### src/rtl/cpu_alu.sv
// cpu_alu: registered ALU for the 4-bit CPU datapath.
//
// One shared ripple-carry adder handles ADD and SUB. For SUB the B operand is
// inverted and the carry-in is forced to 1, giving two's-complement subtraction,
// so carry_o = 1 means "no borrow". Logic ops and PASS clear the carry.
// Result and carry are registered, so the inputs sampled at a rising edge
// appear on the outputs right after that edge. There is no combinational path
// from the inputs to the outputs.
//
// Ports:
//   clk_i     clock, all state changes on the rising edge
//   rst_ni    synchronous active-low reset, clears result and carry
//   a_i       operand A (accumulator side)
//   b_i       operand B (memory/immediate side)
//   oc_i      operation code:
//               000 PASS, 001 XOR, 010 AND, 011 OR,
//               100/101 ADD, 110/111 SUB
//   result_o  registered result
//   carry_o   registered carry / no-borrow flag
module cpu_alu #(
  parameter int unsigned ALU_BIT_WIDTH        = 4,
  parameter int unsigned OPERATION_CODE_WIDTH = 3
) (
  input  logic                            clk_i,
  input  logic                            rst_ni,
  input  logic [ALU_BIT_WIDTH-1:0]        a_i,
  input  logic [ALU_BIT_WIDTH-1:0]        b_i,
  input  logic [OPERATION_CODE_WIDTH-1:0] oc_i,
  output logic [ALU_BIT_WIDTH-1:0]        result_o,
  output logic                            carry_o
);

  typedef enum logic [2:0] {
    OpPass   = 3'b000,
    OpXor    = 3'b001,
    OpAnd    = 3'b010,
    OpOr     = 3'b011,
    OpAddMem = 3'b100,
    OpAddImm = 3'b101,
    OpSubImm = 3'b110,
    OpSubMem = 3'b111
  } op_e;

  logic                     w_sub;
  logic [ALU_BIT_WIDTH-1:0] w_b_eff;
  logic [ALU_BIT_WIDTH-1:0] w_sum;
  logic [ALU_BIT_WIDTH:0]   w_carry;
  logic [ALU_BIT_WIDTH-1:0] w_result_d;
  logic                     w_carry_d;
  op_e                      w_op;

  logic [ALU_BIT_WIDTH-1:0] r_result;
  logic                     r_carry;

  assign w_op = op_e'(oc_i[2:0]);

  // Subtract for both SUB encodings (oc = 11x).
  assign w_sub   = oc_i[2] & oc_i[1];
  assign w_b_eff = b_i ^ {ALU_BIT_WIDTH{w_sub}};

  // Ripple-carry adder: one full adder per bit, carry-in is the subtract flag.
  always_comb begin
    w_carry    = '0;
    w_sum      = '0;
    w_carry[0] = w_sub;
    for (int unsigned i = 0; i < ALU_BIT_WIDTH; i++) begin
      w_sum[i]     = a_i[i] ^ w_b_eff[i] ^ w_carry[i];
      w_carry[i+1] = (a_i[i] & w_b_eff[i]) | (w_carry[i] & (a_i[i] ^ w_b_eff[i]));
    end
  end

  // Opcode decode and result select.
  always_comb begin
    w_result_d = '0;
    w_carry_d  = 1'b0;
    unique case (w_op)
      OpPass: w_result_d = b_i;
      OpXor:  w_result_d = a_i ^ b_i;
      OpAnd:  w_result_d = a_i & b_i;
      OpOr:   w_result_d = a_i | b_i;
      OpAddMem, OpAddImm, OpSubImm, OpSubMem: begin
        w_result_d = w_sum;
        w_carry_d  = w_carry[ALU_BIT_WIDTH];
      end
      default: begin
        w_result_d = '0;
        w_carry_d  = 1'b0;
      end
    endcase
  end

  // Output registers; reset discards any in-flight result.
  always_ff @(posedge clk_i) begin
    if (!rst_ni) begin
      r_result <= '0;
      r_carry  <= 1'b0;
    end else begin
      r_result <= w_result_d;
      r_carry  <= w_carry_d;
    end
  end

  assign result_o = r_result;
  assign carry_o  = r_carry;

endmodule

### config.mk
export PLATFORM = sky130hd
export DESIGN_NAME = cpu_alu
export DESIGN_NICKNAME = d
export VERILOG_FILES = /design/src/rtl/cpu_alu.sv
export SDC_FILE = /design/constraint.sdc
export NUM_CORES = 1
export LEC_CHECK = 0
export ABC_AREA = 1
export CORE_UTILIZATION = 41
export CTS_CLUSTER_SIZE = 30
export DETAILED_ROUTE_END_ITERATION = 6
export PLACE_DENSITY = 0.79
export SYNTH_ARGS = -nofsm -noshare
export SYNTH_HDL_FRONTEND = slang
export SYNTH_SLANG_ARGS = --single-unit
### constraint.sdc
create_clock -name clk_i -period 2.2 [get_ports clk_i]
set_input_delay 0.22 -clock clk_i [delete_from_list [all_inputs] [get_ports clk_i]]
set_output_delay 0.22 -clock clk_i [all_outputs]
set_load 0.01 [all_outputs]
; Word level (Yosys, flattened, before mapping)
; Cells that the tools add are included.
[totals]
word_cells = 38
inputBits = 13
out_inout_bits = 5
regBits = 5
[classes]
n_reduce_logical = 3
eq_ne = 7
n_mux = 1
n_bitwise = 25
[op_table]
columns = cell, count
row1 = $pmux W4 S5, 1
row2 = $eq A3 B3 Y1 const B, 4
row3 = $and A1 B1 Y1, 9
row4 = $xor A1 B1 Y1, 8
row5 = $xor A4 B4 Y4, 2
row6 = $eq A3 B2 Y1 const B, 2
row7 = $and A4 B4 Y4, 1
row8 = $or A1 B1 Y1, 4
row9 = $or A4 B4 Y4, 1
row10 = $reduce_or A4 Y1, 1
row11 = $eq A3 B1 Y1 const B, 1
row12 = $logic_not A3 Y1, 1
row13 = $reduce_and A2 Y1, 1

; Logic depth before layout (Yosys ltp)
[logic_depth]
word_depth = 11
mapped_depth = 14

; Worst setup path before layout
; Ideal clock, no wire load.
[synth_timing]
kind = in2reg
from = input port oc_i[1]
to = register r_result[3] (netlist: result_o[3])
stages = 13
t_arrival_ns = 1.985
slack_ns = 0.096
setup_time_ns = 0.119
cell_sequence = buf_4 > nand2_1 > xor2_1 > fa_1 > inv_1 > fa_1 > inv_1 > fa_1 > inv_1 > nand2_1 > nand2_1 > nor2_1 > a21oi_1
[synth_between]
elab_chain_cells = 11
[synth_lines]
columns = element, line
row1 = start: declaration, 28  ; input logic [OPERATION_CODE_WIDTH-1:0] oc_i,
row2 = $and A1 B1 Y1, 58  ; assign w_sub = oc_i[2] & oc_i[1];
row3 = $xor A4 B4 Y4, 59  ; assign w_b_eff = b_i ^ {ALU_BIT_WIDTH{w_sub}};
row4 = $xor A1 B1 Y1, 68  ; w_carry[i+1] = (a_i[i] & w_b_eff[i]) | (w_carry[i] & (a_i[i] ^ w_b_eff[i]));
row5 = $and A1 B1 Y1, 68
row6 = $or A1 B1 Y1, 68
row7 = $and A1 B1 Y1, 68
row8 = $or A1 B1 Y1, 68
row9 = $and A1 B1 Y1, 68
row10 = $or A1 B1 Y1, 68
row11 = $xor A1 B1 Y1, 67  ; w_sum[i] = a_i[i] ^ w_b_eff[i] ^ w_carry[i];
row12 = $pmux W4 S5 (*), 76  ; unique case (w_op)
row13 = end signal: assignment, 98  ; r_result <= w_result_d;
row14 = end: declaration, 52  ; logic [ALU_BIT_WIDTH-1:0] r_result;
; Mark *: on every way between the ends. The rest lies on a longest branch, timed or not.
; A chain may end at the register's enable or synchronous reset.

; Final worst setup path
[layout_timing]
from = input port a_i[1]
to = register r_result[3] (netlist: result_o[3])
[layout_between]
elab_chain_cells = 7
[layout_lines]
columns = element, line
row1 = start: declaration, 26  ; input logic [ALU_BIT_WIDTH-1:0] a_i,
row2 = $xor A1 B1 Y1, 68
row3 = $and A1 B1 Y1, 68
row4 = $or A1 B1 Y1 (*), 68
row5 = $and A1 B1 Y1 (*), 68
row6 = $or A1 B1 Y1 (*), 68
row7 = $xor A1 B1 Y1 (*), 67
row8 = $pmux W4 S5 (*), 76
; Marked as above.

==> metrics.cfg <==
[status]
run_status = complete, no violations

[worst_setup_path]
crit_chain = clkdlybuf4s50_1, inv_1, fa_2, inv_1, fa_1, inv_1, fa_1, inv_1, nand2_1, nand2_1, nor2_1, a21oi_1
path_buf_inv = 5
path_class = input pin to flop
critPathMaxStageDelay_ps = 480
crit_slowest_cell = clkdlybuf4s50_1
crit_family = adder cells
start_kind = input pin
arrival_ps = 2190
end_kind = flop
worstPathMaxFanout = 2
cp_common_cell = inv_1
required_ps = 2340

[floorplan]
io_pins = 18
core_sq_mm = 0.001334
start_util_pct = 45.50
die_height_um = 40.47
dieArea_sq_mm = 0.001638
die_w_um = 40.47
fp-row-count = 13

[drt]
avgViaCountPerCell = 4.629
firstDrtPassIters = 3
drt-total-wl_um = 1393
wl_per_cell_um = 10.55
drt_iter0_drc = 6
num_vias = 611
ant_nets = 0
remaining_drc_errors = 0

[timing]
tightest_slew_ps = 257.8
hold_viol_final = 0
report.final.slew_viol_count = 0
fin_crit_sh_pct = 93.12
fmax_mhz = 488.1
setup_viol = 0
setup-tns-final_ps = 0
rsz0062_at_grt = false
layout_setup_ws_ps = 151.4
holdWs_ps = 421.1
period_minus_slack_ps = 2049
maxSlewHeadroom_pct = 82.76

[synth]
ys_async_sr_fraction_pct = 0
yosysSeqAreaShare_pct = 16.49
syn_area_per_cell_sq_um = 6.975
synth_edf_count = 0
syn_nets = 111
synth_flop_cell = dfxtp_1
yosysUniqueCellTypes = 21
synth_area_sq_um = 606.8
synth_cells = 87
yosysWarnings = 0
synth_top_area_cell = dfxtp_1
synth_top_cells_by_area = dfxtp_1 (16%), ha_1 (16%), inv_1 (14%)
synth_top_area_share_pct = 16.49
synth-seq-cells = 5

[global_route]
gr-usage-all-layers_pct = 21.78
antenna_found_initial = 0
grt_pass1_vias = 602
overflow = 0
grt_max_degree = 10
grt_first_pass_wirelength_um = 2242

[pwr]
leakagePower_nw = 0.4998
switchingPower_w = 0.0001210
p_int_w = 0.0002492
power.density_mw_per_mm2 = 409.2
power.share.switching_pct = 32.69
seq_power_share_pct = 27.6
clockPowerShare_pct = 29.7
pwr-share-comb_pct = 42.7
ir_drop_mv = 0.2154

[finish]
multi_input_comb_area_sq_um = 417.9
nNetsFinal = 142
final_common_cell = inv_1
syn2layout_area_growth_pct = 49.07
drive_above_1_share_pct = 23.08
final_cell_mix = inv_1 (21), nand2_1 (18), clkdlybuf4s50_1 (13)
n_fill_cell = 124
diodes = 0
fin_cells = 132
ff_latch_area_sq_um = 100.1

[clock_tree]
cts_inserted_buffers = 3
cts.sinks = 5
cts-htree-levels = 1
postCtsHoldBufs = 0
root_buffer = clkbuf_4
clockBufferDepth = 2
clk_pin_slew_ps = 40
cts_tree = done

[place]
portBuffers = 17
post-place-cells = 128
gp_congestion = 0.7865
dp_worst_setup_slack_ps = -352.1
hpwl_um = 1081

[flow_run]
cap_violations = 0

[hold_path]
hold_path.class = input pin to flop

path summary, 6_finish.rpt:
kind                                 end  depth (start not counted)   start
setup / recovery  result_o[3]$_SDFF_PN0_                         12  a_i[1]
hold / removal    result_o[0]$_SDFF_PN0_                          6  b_i[0]
power by group through the flow:
| stage | Clock, W | Sequential, W | Combinational (W) |
|---|---|---|---|
| after detailed placement | 0 | 0.000104 | 0.000155 |
| after global placement | 0 | 0.000104 | 0.000148 |
| after floorplan | 0 | 0.000109 | 0.0000744 |
| after CTS | 0.000117 | 0.000102 | 0.000157 |
| final | 0.000110 | 0.000102 | 0.000158 |
| after global routing | 0.000120 | 0.000103 | 0.000177 |
per-stage QoR:
step | cell area (sq um) | total power, W | util, %
6_report | 904.6 | 0.0003701 | 67.82
5_1_grt | 904.6 | 0.0003999 | 67.82
4_1_cts | 895.9 | 0.0003764 | 67.17
3_5_place_dp | 859.6 | 0.0002595 | 64.45
3_3_place_gp | 859.6 | 0.0002523 | 64.45
2_1_floorplan | 606.8 | 0.0001837 | -
per-layer routing:
metal / routed length [um] / vias up / GRT usage, %
met4: 50 / 0 / 14.17
met2: 709 / 17 / 41.27
met1: 568 / 269 / 18.94
met3: 64 / 6 / 7.222
met5: 0 / - / 0
li1: - / 319 / -
final cells by class:
class | instances | share of cell area, %
Clock buffer | 4 | 2.905
Tap cell | 15 | 2.075
Multi-Input combinational cell | 57 | 46.20
Inverter | 23 | 9.544
Sequential cell | 5 | 11.07
Timing Repair Buffer | 28 | 28.22
cell usage after synthesis (2+ instances only):
cell,instances
inv_1,22
nand2_1,19
ha_1,8
dfxtp_1,5
o21ai_0,5
nor2_1,4
a21oi_1,3
fa_1,3
xor2_1,3
nand3_1,2
nor3_1,2
o21ai_2,2
registers in the layout, indices dropped and copies added (netlist names):
register	flops
carry_o	1
result_o	4
cell families (layout without fill, tap and decap cells):
family,after synthesis,in the layout,synth area share [%]
AOI/OAI and AO/OA,10,10,9.484
xor gates and xnor gates,3,3,4.331
adders and majority gates,11,11,26.39
buffers and inverters,25,55,17.32
DFF,5,5,16.50
and+or+nand+nor,33,33,25.98
timing repair:
action / in CTS / in global routing
endpoints found under the setup margin: 1 / 1
pin swaps: 1 / 1
buffers inserted: 0 / 0
cloned: 0 / 0
resized for setup: 6 / 4
No activity file was read; power rests on OpenSTA's default activity.
